==> src/rtl/instr_feeder.sv <==
// Instruction feeder / sequencer for the lab CPU.
// Buffers 16-bit instructions in a small FIFO and drives the CPU
// load/start/waiting handshake, counting completed instructions.
module instr_feeder #(
    parameter int unsigned DEPTH = 4
) (
    input  logic        clk,
    input  logic        rst,
    input  logic        push_valid,
    input  logic [15:0] push_instr,
    output logic        push_ready,
    input  logic        pause,
    output logic        cpu_load,
    output logic        cpu_start,
    output logic [15:0] cpu_instr,
    input  logic        cpu_waiting,
    output logic        done,
    output logic        busy,
    output logic [7:0]  issued_count
);

    localparam int unsigned AW = $clog2(DEPTH);
    localparam logic [AW:0] FULL_COUNT = (AW+1)'(DEPTH);

    typedef enum logic [2:0] {
        S_IDLE,
        S_LOAD,
        S_START,
        S_SETTLE,
        S_EXEC
    } state_t;

    state_t        state;
    logic [15:0]   mem [DEPTH];
    logic [AW-1:0] wr_ptr;
    logic [AW-1:0] rd_ptr;
    logic [AW:0]   count;
    logic          done_r;
    logic [7:0]    issued_r;
    logic          push_fire;
    logic          pop_fire;

    assign push_ready = (count < FULL_COUNT);
    assign push_fire  = push_valid & push_ready;
    assign pop_fire   = (state == S_LOAD);

    // FIFO storage: written on accepted pushes only, contents need no reset
    always_ff @(posedge clk) begin
        if (push_fire) begin
            mem[wr_ptr] <= push_instr;
        end
    end

    // FIFO pointers and occupancy; pop is the end of the S_LOAD cycle
    always_ff @(posedge clk or posedge rst) begin
        if (rst) begin
            wr_ptr <= '0;
            rd_ptr <= '0;
            count  <= '0;
        end else begin
            if (push_fire) begin
                wr_ptr <= wr_ptr + 1'b1;
            end
            if (pop_fire) begin
                rd_ptr <= rd_ptr + 1'b1;
            end
            case ({push_fire, pop_fire})
                2'b10:   count <= count + 1'b1;
                2'b01:   count <= count - 1'b1;
                default: count <= count;
            endcase
        end
    end

    // Sequencer: issue one instruction at a time, registered done pulse
    always_ff @(posedge clk or posedge rst) begin
        if (rst) begin
            state    <= S_IDLE;
            done_r   <= 1'b0;
            issued_r <= '0;
        end else begin
            done_r <= 1'b0;
            case (state)
                S_IDLE: begin
                    if ((count != '0) && cpu_waiting && !pause) begin
                        state <= S_LOAD;
                    end
                end
                S_LOAD:   state <= S_START;
                S_START:  state <= S_SETTLE;
                S_SETTLE: state <= S_EXEC;
                S_EXEC: begin
                    if (cpu_waiting) begin
                        done_r   <= 1'b1;
                        issued_r <= issued_r + 1'b1;
                        state    <= S_IDLE;
                    end
                end
                default: state <= S_IDLE;
            endcase
        end
    end

    // Output decodes of registered state and occupancy only
    always_comb begin
        cpu_load     = (state == S_LOAD);
        cpu_start    = (state == S_START);
        cpu_instr    = (state == S_LOAD) ? mem[rd_ptr] : '0;
        done         = done_r;
        busy         = (state != S_IDLE) || (count != '0);
        issued_count = issued_r;
    end

endmodule

==> config.mk <==
export PLATFORM = sky130hd
export DESIGN_NAME = instr_feeder
export DESIGN_NICKNAME = d
export VERILOG_FILES = /design/src/rtl/instr_feeder.sv
export SDC_FILE = /design/constraint.sdc
export NUM_CORES = 1
export LEC_CHECK = 0
export CORE_ASPECT_RATIO = 0.8
export CORE_MARGIN = 4
export CORE_UTILIZATION = 50
export DETAILED_ROUTE_END_ITERATION = 6
export PLACE_DENSITY_LB_ADDON = 0.12
export SLEW_MARGIN = 20
export SYNTH_ARGS = -nofsm -noshare
export SYNTH_HDL_FRONTEND = slang
export SYNTH_SLANG_ARGS = --single-unit
==> constraint.sdc <==
create_clock -name clk -period 5.4 [get_ports clk]
set_input_delay 1.08 -clock clk [delete_from_list [all_inputs] [get_ports clk]]
set_output_delay 1.08 -clock clk [all_outputs]
set_load 0.005 [all_outputs]
==> reports/metrics.yaml, run 1 <==
gp_congestion: 0.714
synth-main-ff-cell: "edfxtp_1"
wl_per_cell_um: 17.5
yosysSeqAreaShare: 0.707
synth_top_family_by_area: "multiplexers"
start_util: 0.524
viasPerCell: 5.15
cp-start-kind: "flop"
synthTopCellsByArea: "edfxtp_1 (57%), dfrtp_1 (14%), mux4_1 (6.2%)"
finalWorstPathRequiredPeriod_ps: 3720
synth_compound_area_frac: 0.00738
die_h_um: 81.7
cts_made_buffers: 9
yosysMostFrequentCell: "edfxtp_1"
crit_path_cell_trace: "mux4_1, and2_1, clkdlybuf4s50_1"
maxCapViolations: 0
die_x_um: 100
synth_top_area_frac: 0.567
slew_viol_final: 0
antenna_cells: 0
synth-simple-area-share: 0.0767
antenna_found_initial: 0
clk_path_buf_depth: 2
yosys_warnings: 0
critPathRequiredTime_ps: 4320
setup_tns_ps: 0
synth.avg_cell_area_um2: 17.9
reg2reg_slack_ps: 3380
clkLatencyLatePin_ps: 350
syn_inst: 189
synth_xor_area_frac: 0.0336
rows: 26
fmax_mhz: 269
criticalPathCategory: "flop to output pin"
grt_pass1_vias: 1752
relSlewSlack: 0.307
finalHoldViolations: 0
cp.arrival_ps: 2640
clock_sinks: 83
nFillCells: 474
synth.distinct_cells: 31
synthAdderAreaFrac: 0.0280
synth_edf_count: 64
ir_worst_vdd_mv: 0.232
finalHoldWorstSlack_ps: 473
cts_tree: "done"
rsz0062_at_grt: "no"
cts_setup_buffers: 0
ios: 50
placement.io_buffers: 49
tightest_slew_ps: 1040
grt_max_degree: 22
worstPathMaxFanout: 18
grt_pass1_wl_um: 9250
grt_usage: 0.155
dieArea_um2: 8170
finalPower_mw: 1.93
drt-pass1-iter-count: 5
min_period_over_period: 0.688
cts_root_buf: "clkbuf_8"
post-dp-hpwl_um: 3790
cp-end-kind: "output pin"
syn-cell-area_um2: 3390
timing.rr.start: "state[1]"
setup_violations: 0
drtIter0Drc: 98
synth_mux_area_frac: 0.118
powerDensity_nw_per_um2: 465
cp_slowest_cell: "dfrtp_1"
synth_fp_nets: 217
fin_skew_ps: 7.53
leakage_nw: 1.53
hold_path.class: "flop to flop"
htreeDepth: 3
finish.utilization: 0.641
ant_nets: 0
grt-ovfl-total: 0
drive_gt1_frac: 0.109
cts.clk_slew.worst_paths_ps: 80
synth_top_area_cell: "edfxtp_1"
crit_start: "rd_ptr[0]"
cpPeakStageDelay_ps: 1030
status: "finished clean"
ys_seq_elements: 83
drc: 0
hold_buffers: 0
vias: 1706
async_reset_ff_frac: 0.229
holdCritStartpoint: "issued_count[7]"
post_cts_resized: 0
area_growth_pct: 22.4
core_area_um2: 6470
wl_um: 5790
synth_common_cells: "edfxtp_1 (64), and2_1 (20), dfrtp_1 (19), inv_1 (11), nand2_1 (10)"
nNetsFinal: 270
worst paths after layout:
kind                                    to  cells past startpoint
max                           cpu_instr[1]                      3
min                        issued_count[7]                      1
max reg2reg                       count[2]                      8
min reg2reg                issued_count[7]                      1
max in group asynchronous         count[2]                      2
min in group asynchronous  issued_count[3]                      2
cell type report:
cell class / count / area, um2 / area share
clock buffers: 11 / 153 / 0.0368
clock inverters: 5 / 58.8 / 0.0142
inverters: 11 / 41.3 / 0.00994
multi-input cells: 87 / 900 / 0.217
flip-flops and latches: 83 / 2400 / 0.577
well taps: 84 / 105 / 0.0253
repair buffers: 50 / 498 / 0.120
metal layers:
metal | vias up | track usage | wire length [um]
met1 | 849 | 0.187 | 2490
met4 | 0 | 0.0444 | 68
met5 | - | 0 | 0
met3 | 9 | 0.0628 | 334
met2 | 38 | 0.260 | 2900
li1 | 810 | - | -
layout by cell type (no fill, tap or decap), drive strengths merged, types with 2 or more instances in the layout:
master,n
and2,20
clkbuf,11
clkdlybuf4s50,49
clkinv,3
dfrtp,19
edfxtp,64
ha,6
inv,12
mux4,16
nand2,10
nand3,2
nor2,4
nor3,2
nor4,2
xnor2,7
xor2,6
cell families (layout without fill, tap and decap cells):
kind of cell,Yosys count,after routing
adder cells (fa/ha/maj),7,7
AO/OA/AOI/OAI,4,4
XOR/XNOR,13,13
flip-flops,83,83
multiplexers,17,17
buffers and inverters,19,77
AND/OR/NAND/NOR,46,46
state kept, by name, indices dropped and copies added (netlist names):
| signal | cells |
|---|---|
| issued_count | 8 |
| rd_ptr | 2 |
| state | 3 |
| mem | 64 |
| wr_ptr | 2 |
| done | 1 |
| count | 3 |
power breakdown:
group / internal [mW] / total, mW / switching [mW]
Clock: 0.243 / 0.451 / 0.208
Combinational: 0.332 / 0.542 / 0.210
Sequential: 0.814 / 0.936 / 0.123
stage by stage:
step	setup slack, ps	cells	instance area, um2
after floorplan	2980	189	3390
after CTS	1620	331	4150
after detailed placement	2010	315	3940
final	1680	331	4150
after global routing	1500	331	4150
after global placement	2070	315	3940
critical path: cells and delay by family (launching register included):
kind / cells / cell delay [ps]
DFF: 1 / 1030
muxes: 1 / 650
and+or+nand+nor: 1 / 170
buffers and inverters: 1 / 430
(Power assumes the default switching activity.)
==> run 2, diff against run 1 <==
CORE_UTILIZATION = 48   (was 50)
clock period = 3.1 ns   (was 5.4 ns; I/O delays follow)
==> reports/metrics.yaml, run 2 (synthesized netlist as in run 1, its figures left out) <==
cp-start-kind: "flop"
ios: 50
setup_violations: 0
hold_buffers: 0
setup_tns_ps: 0
core_area_um2: 6890
ant_nets: 0
wl_um: 5620
drt-pass1-iter-count: 4
crit_path_cell_trace: "buf_4, mux4_1, and2_1, clkdlybuf4s50_1"
cts_made_buffers: 9
cpPeakStageDelay_ps: 570
worstPathMaxFanout: 12
slew_viol_final: 0
cpLargestDelayFamily: "buffers and inverters"
place_inst: 330
area_growth_pct: 24.9
grt_pass1_vias: 1800
dpl-instance-area_um2: 4040
viasPerCell: 5.09
critPathRequiredTime_ps: 2480
gp_congestion: 0.727
placement.io_buffers: 49
grt-ovfl-total: 0
grt_usage: 0.144
clock_sinks: 83
final_common_cell: "edfxtp_1"
criticalPathCategory: "flop to output pin"
die_x_um: 102
finalWorstPathRequiredPeriod_ps: 2730
fin_area_um2: 4240
drive_gt1_frac: 0.151
leakage_nw: 1.58
cp.arrival_ps: 2110
min_period_over_period: 0.882
fmax_mhz: 366
grt_pass1_wl_um: 9080
top_register: "mem"
antenna_found_initial: 0
drc: 0
maxCapViolations: 0
path_buf_inv: 2
clkLatencyLatePin_ps: 350
htreeDepth: 3
die_h_um: 83.2
cts.clk_slew.worst_paths_ps: 90
cp_slowest_cell: "mux4_1"
fin_skew_ps: 9.51
wl_per_cell_um: 16.3
drtIter0Drc: 32
cp-end-kind: "output pin"
antenna_cells: 0
post_cts_resized: 0
relSlewSlack: 0.500
start_util: 0.492
rsz0062_at_grt: "no"
powerDensity_nw_per_um2: 802
post-dp-hpwl_um: 3900
ir_worst_vdd_mv: 0.385
cts_setup_buffers: 0
largest_register_ff_count: 64
status: "finished clean"
finalHoldViolations: 0
final_cells: 346
finish.utilization: 0.615
nNetsFinal: 282
hold_path.class: "flop to flop"
cts_root_buf: "clkbuf_8"
clk_path_buf_depth: 2
mostFrequentLayoutCells: "edfxtp_1 (64), clkdlybuf4s50_1 (49), and2_1 (20)"
cts_tree: "done"
vias: 1762
rows: 27
dieArea_um2: 8480
grt_max_degree: 20
tightest_slew_ps: 749
[run 2: metrics by stage]
stage                     worst slack, ps  power (mW)  hold WS, ps
after floorplan                      1140        2.23          465
after global placement                701        2.66          461
after detailed placement              678        2.68          465
after CTS                             313        3.46          476
after global routing                  226        3.63          496
final                                 367        3.40          475
[run 2: worst paths after layout]
| check | cells after the start | slack [ps] | from | end |
|---|---|---|---|---|
| max reg2reg | 8 | 990 | state[1] | count[2] |
| max | 4 | 370 | rd_ptr[0] | cpu_instr[2] |
| min in group asynchronous | 2 | 690 | rst | issued_count[0] |
| min | 1 | 480 | issued_count[7] | issued_count[7] |
| max in group asynchronous | 2 | 1930 | rst | rd_ptr[1] |
| min reg2reg | 1 | 480 | issued_count[7] | issued_count[7] |
[run 2: metal layers]
metal	global-route usage	vias to the layer above	wire, um
li1	-	834	-
met1	0.178	883	2430
met2	0.234	39	2850
met3	0.0537	6	295
met4	0.0465	0	52
met5	0	-	0
[run 2: power breakdown]
part	total (mW)	switching [mW]	leakage, nW	internal [mW]
clock	0.769	0.387	0.0986	0.382
sequential	1.53	0.114	0.824	1.42
combinational	1.10	0.468	0.658	0.633
total	3.40	0.969	1.58	2.43
[run 2: worst reg2reg max path, cell delays in order (launching register included)]
cell     delay, ps
dfrtp_1        440
nor3b_2        290
buf_4          280
ha_1           220
inv_1           60
fa_1           370
xor2_1         150
nor2_1         110
xnor2_1        120
[run 2: final cells by class]
cell class / instances / area (um2)
Clock buffer: 10 / 128
Multi-Input combinational cell: 87 / 900
Timing Repair Buffer: 62 / 588
Clock inverter: 6 / 75.1
Inverter: 11 / 41.3
Fill cell: 547 / 2650
Sequential cell: 83 / 2400
Tap cell: 87 / 109
==> run 3, diff against run 2 <==
CORE_UTILIZATION = 35   (was 48)
PLACE_DENSITY = 0.56   (was not set)
PLACE_DENSITY_LB_ADDON = not set   (was 0.12)
==> reports/metrics.yaml, run 3 (synthesized netlist as in run 1, its figures left out) <==
ant_nets: 0
status: "finished clean"
fmax_mhz: 370
min_period_over_period: 0.871
path_buf_inv: 2
grt_pass1_wl_um: 9240
post_cts_resized: 0
post-dp-hpwl_um: 3760
hold_buffers: 0
cts_setup_buffers: 0
cpPeakStageDelay_ps: 560
leakage_nw: 1.60
antenna_found_initial: 0
setup_violations: 0
ios: 50
cp-end-kind: "output pin"
die_x_um: 118
die_h_um: 96.1
cp-start-kind: "flop"
start_util: 0.367
grt-ovfl-total: 0
criticalPathCategory: "flop to output pin"
gp_congestion: 0.689
drt-pass1-iter-count: 4
final_common_cell: "edfxtp_1"
finalWorstPathRequiredPeriod_ps: 2700
top_register: "mem"
holdPathStages: 1
rsz0062_at_grt: "no"
ff2ff_path_depth: 8
clkLatencyLatePin_ps: 320
maxCapViolations: 0
drtIter0Drc: 45
antenna_cells: 0
drc: 0
grt_usage: 0.111
viasPerCell: 4.58
vias: 1693
drive_gt1_frac: 0.133
min_to: "issued_count[7]"
cts_tree: "done"
wl_um: 5780
dieArea_um2: 11300
finalHoldViolations: 0
timing.rr.start: "state[1]"
largest_register_ff_count: 64
clock_sinks: 83
finalPower_mw: 3.56
ir_worst_vdd_mv: 0.371
slew_viol_final: 0
crit_path_cell_trace: "buf_4, mux4_2, and2_1, clkdlybuf4s50_1"
grt_pass1_vias: 1726
mostFrequentLayoutCells: "edfxtp_1 (64), clkdlybuf4s50_1 (49), and2_1 (20)"
clk_path_buf_depth: 2
tightest_slew_ps: 753
cp.arrival_ps: 2080
area_growth_pct: 27.1
reg2reg_slack_ps: 1130
cpLargestDelayFamily: "buffers and inverters"
critPathRequiredTime_ps: 2480
fin_skew_ps: 5.51
cts_made_buffers: 9
powerDensity_nw_per_um2: 826
htreeDepth: 3
r2r_end: "count[2]"
relSlewSlack: 0.497
grt_max_degree: 22
worstPathMaxFanout: 9
cts_root_buf: "clkbuf_16"
core_area_um2: 9230
cp_slowest_cell: "dfrtp_1"
rows: 31
setup_tns_ps: 0
wl_per_cell_um: 15.6
cts.clk_slew.worst_paths_ps: 60
placement.io_buffers: 49
nNetsFinal: 278
hold_path.class: "flop to flop"
holdCritStartpoint: "issued_count[7]"
==> run 3: cell count changes in the layout (fill, tap and decap cells not counted), moves of 2 or more <==
cell,previous run,this run
clkbuf_16,0,9
clkbuf_8,9,1
buf_4,13,9
clkinv_2,0,2
clkinv_4,3,1
==> run 3: area by class of cell <==
type | instances | area, um2
tap | 115 | 144
sequential | 83 | 2400
timing repair buffer | 58 | 558
clock inverter | 4 | 25.0
inverter | 11 | 41.3
multi-input combinational | 87 | 900
clock buffer | 12 | 246
fill | 816 | 4920
==> run 3: where the power goes <==
| part | switching (mW) | internal, mW |
|---|---|---|
| Combinational | 0.450 | 0.617 |
| Clock | 0.388 | 0.563 |
| Sequential | 0.125 | 1.42 |
==> run 3: worst max path at each step <==
stage          startpoint  cells after the start            end
5_1_grt         rd_ptr[1]                      4  cpu_instr[14]
4_1_cts         rd_ptr[1]                      4  cpu_instr[13]
6_report        rd_ptr[1]                      4  cpu_instr[13]
2_1_floorplan  push_valid                      9       count[2]
3_5_place_dp   push_valid                     10       count[2]
3_3_place_gp   push_valid                     10       count[2]
==> run 3: metal layers <==
| layer | vias up | GRT usage | wire [um] | part of all wire |
|---|---|---|---|---|
| met3 | 2 | 0.0529 | 298 | 0.052 |
| met5 | - | 0 | 0 | 0 |
| met2 | 34 | 0.173 | 2790 | 0.48 |
| met1 | 831 | 0.137 | 2650 | 0.46 |
| li1 | 826 | - | - | - |
| met4 | 0 | 0.0351 | 37 | 0.0064 |
==> run 3: stage by stage <==
step / hold slack (ps) / instances / utilization / area (um2) / setup slack [ps]
floorplan: 465 / 189 / - / 3390 / 1140
global placement: 461 / 354 / 0.438 / 4040 / 701
detailed placement: 468 / 354 / 0.438 / 4040 / 674
CTS: 478 / 370 / 0.467 / 4310 / 341
global route: 496 / 370 / 0.467 / 4310 / 252
finish: 469 / 370 / 0.467 / 4310 / 401
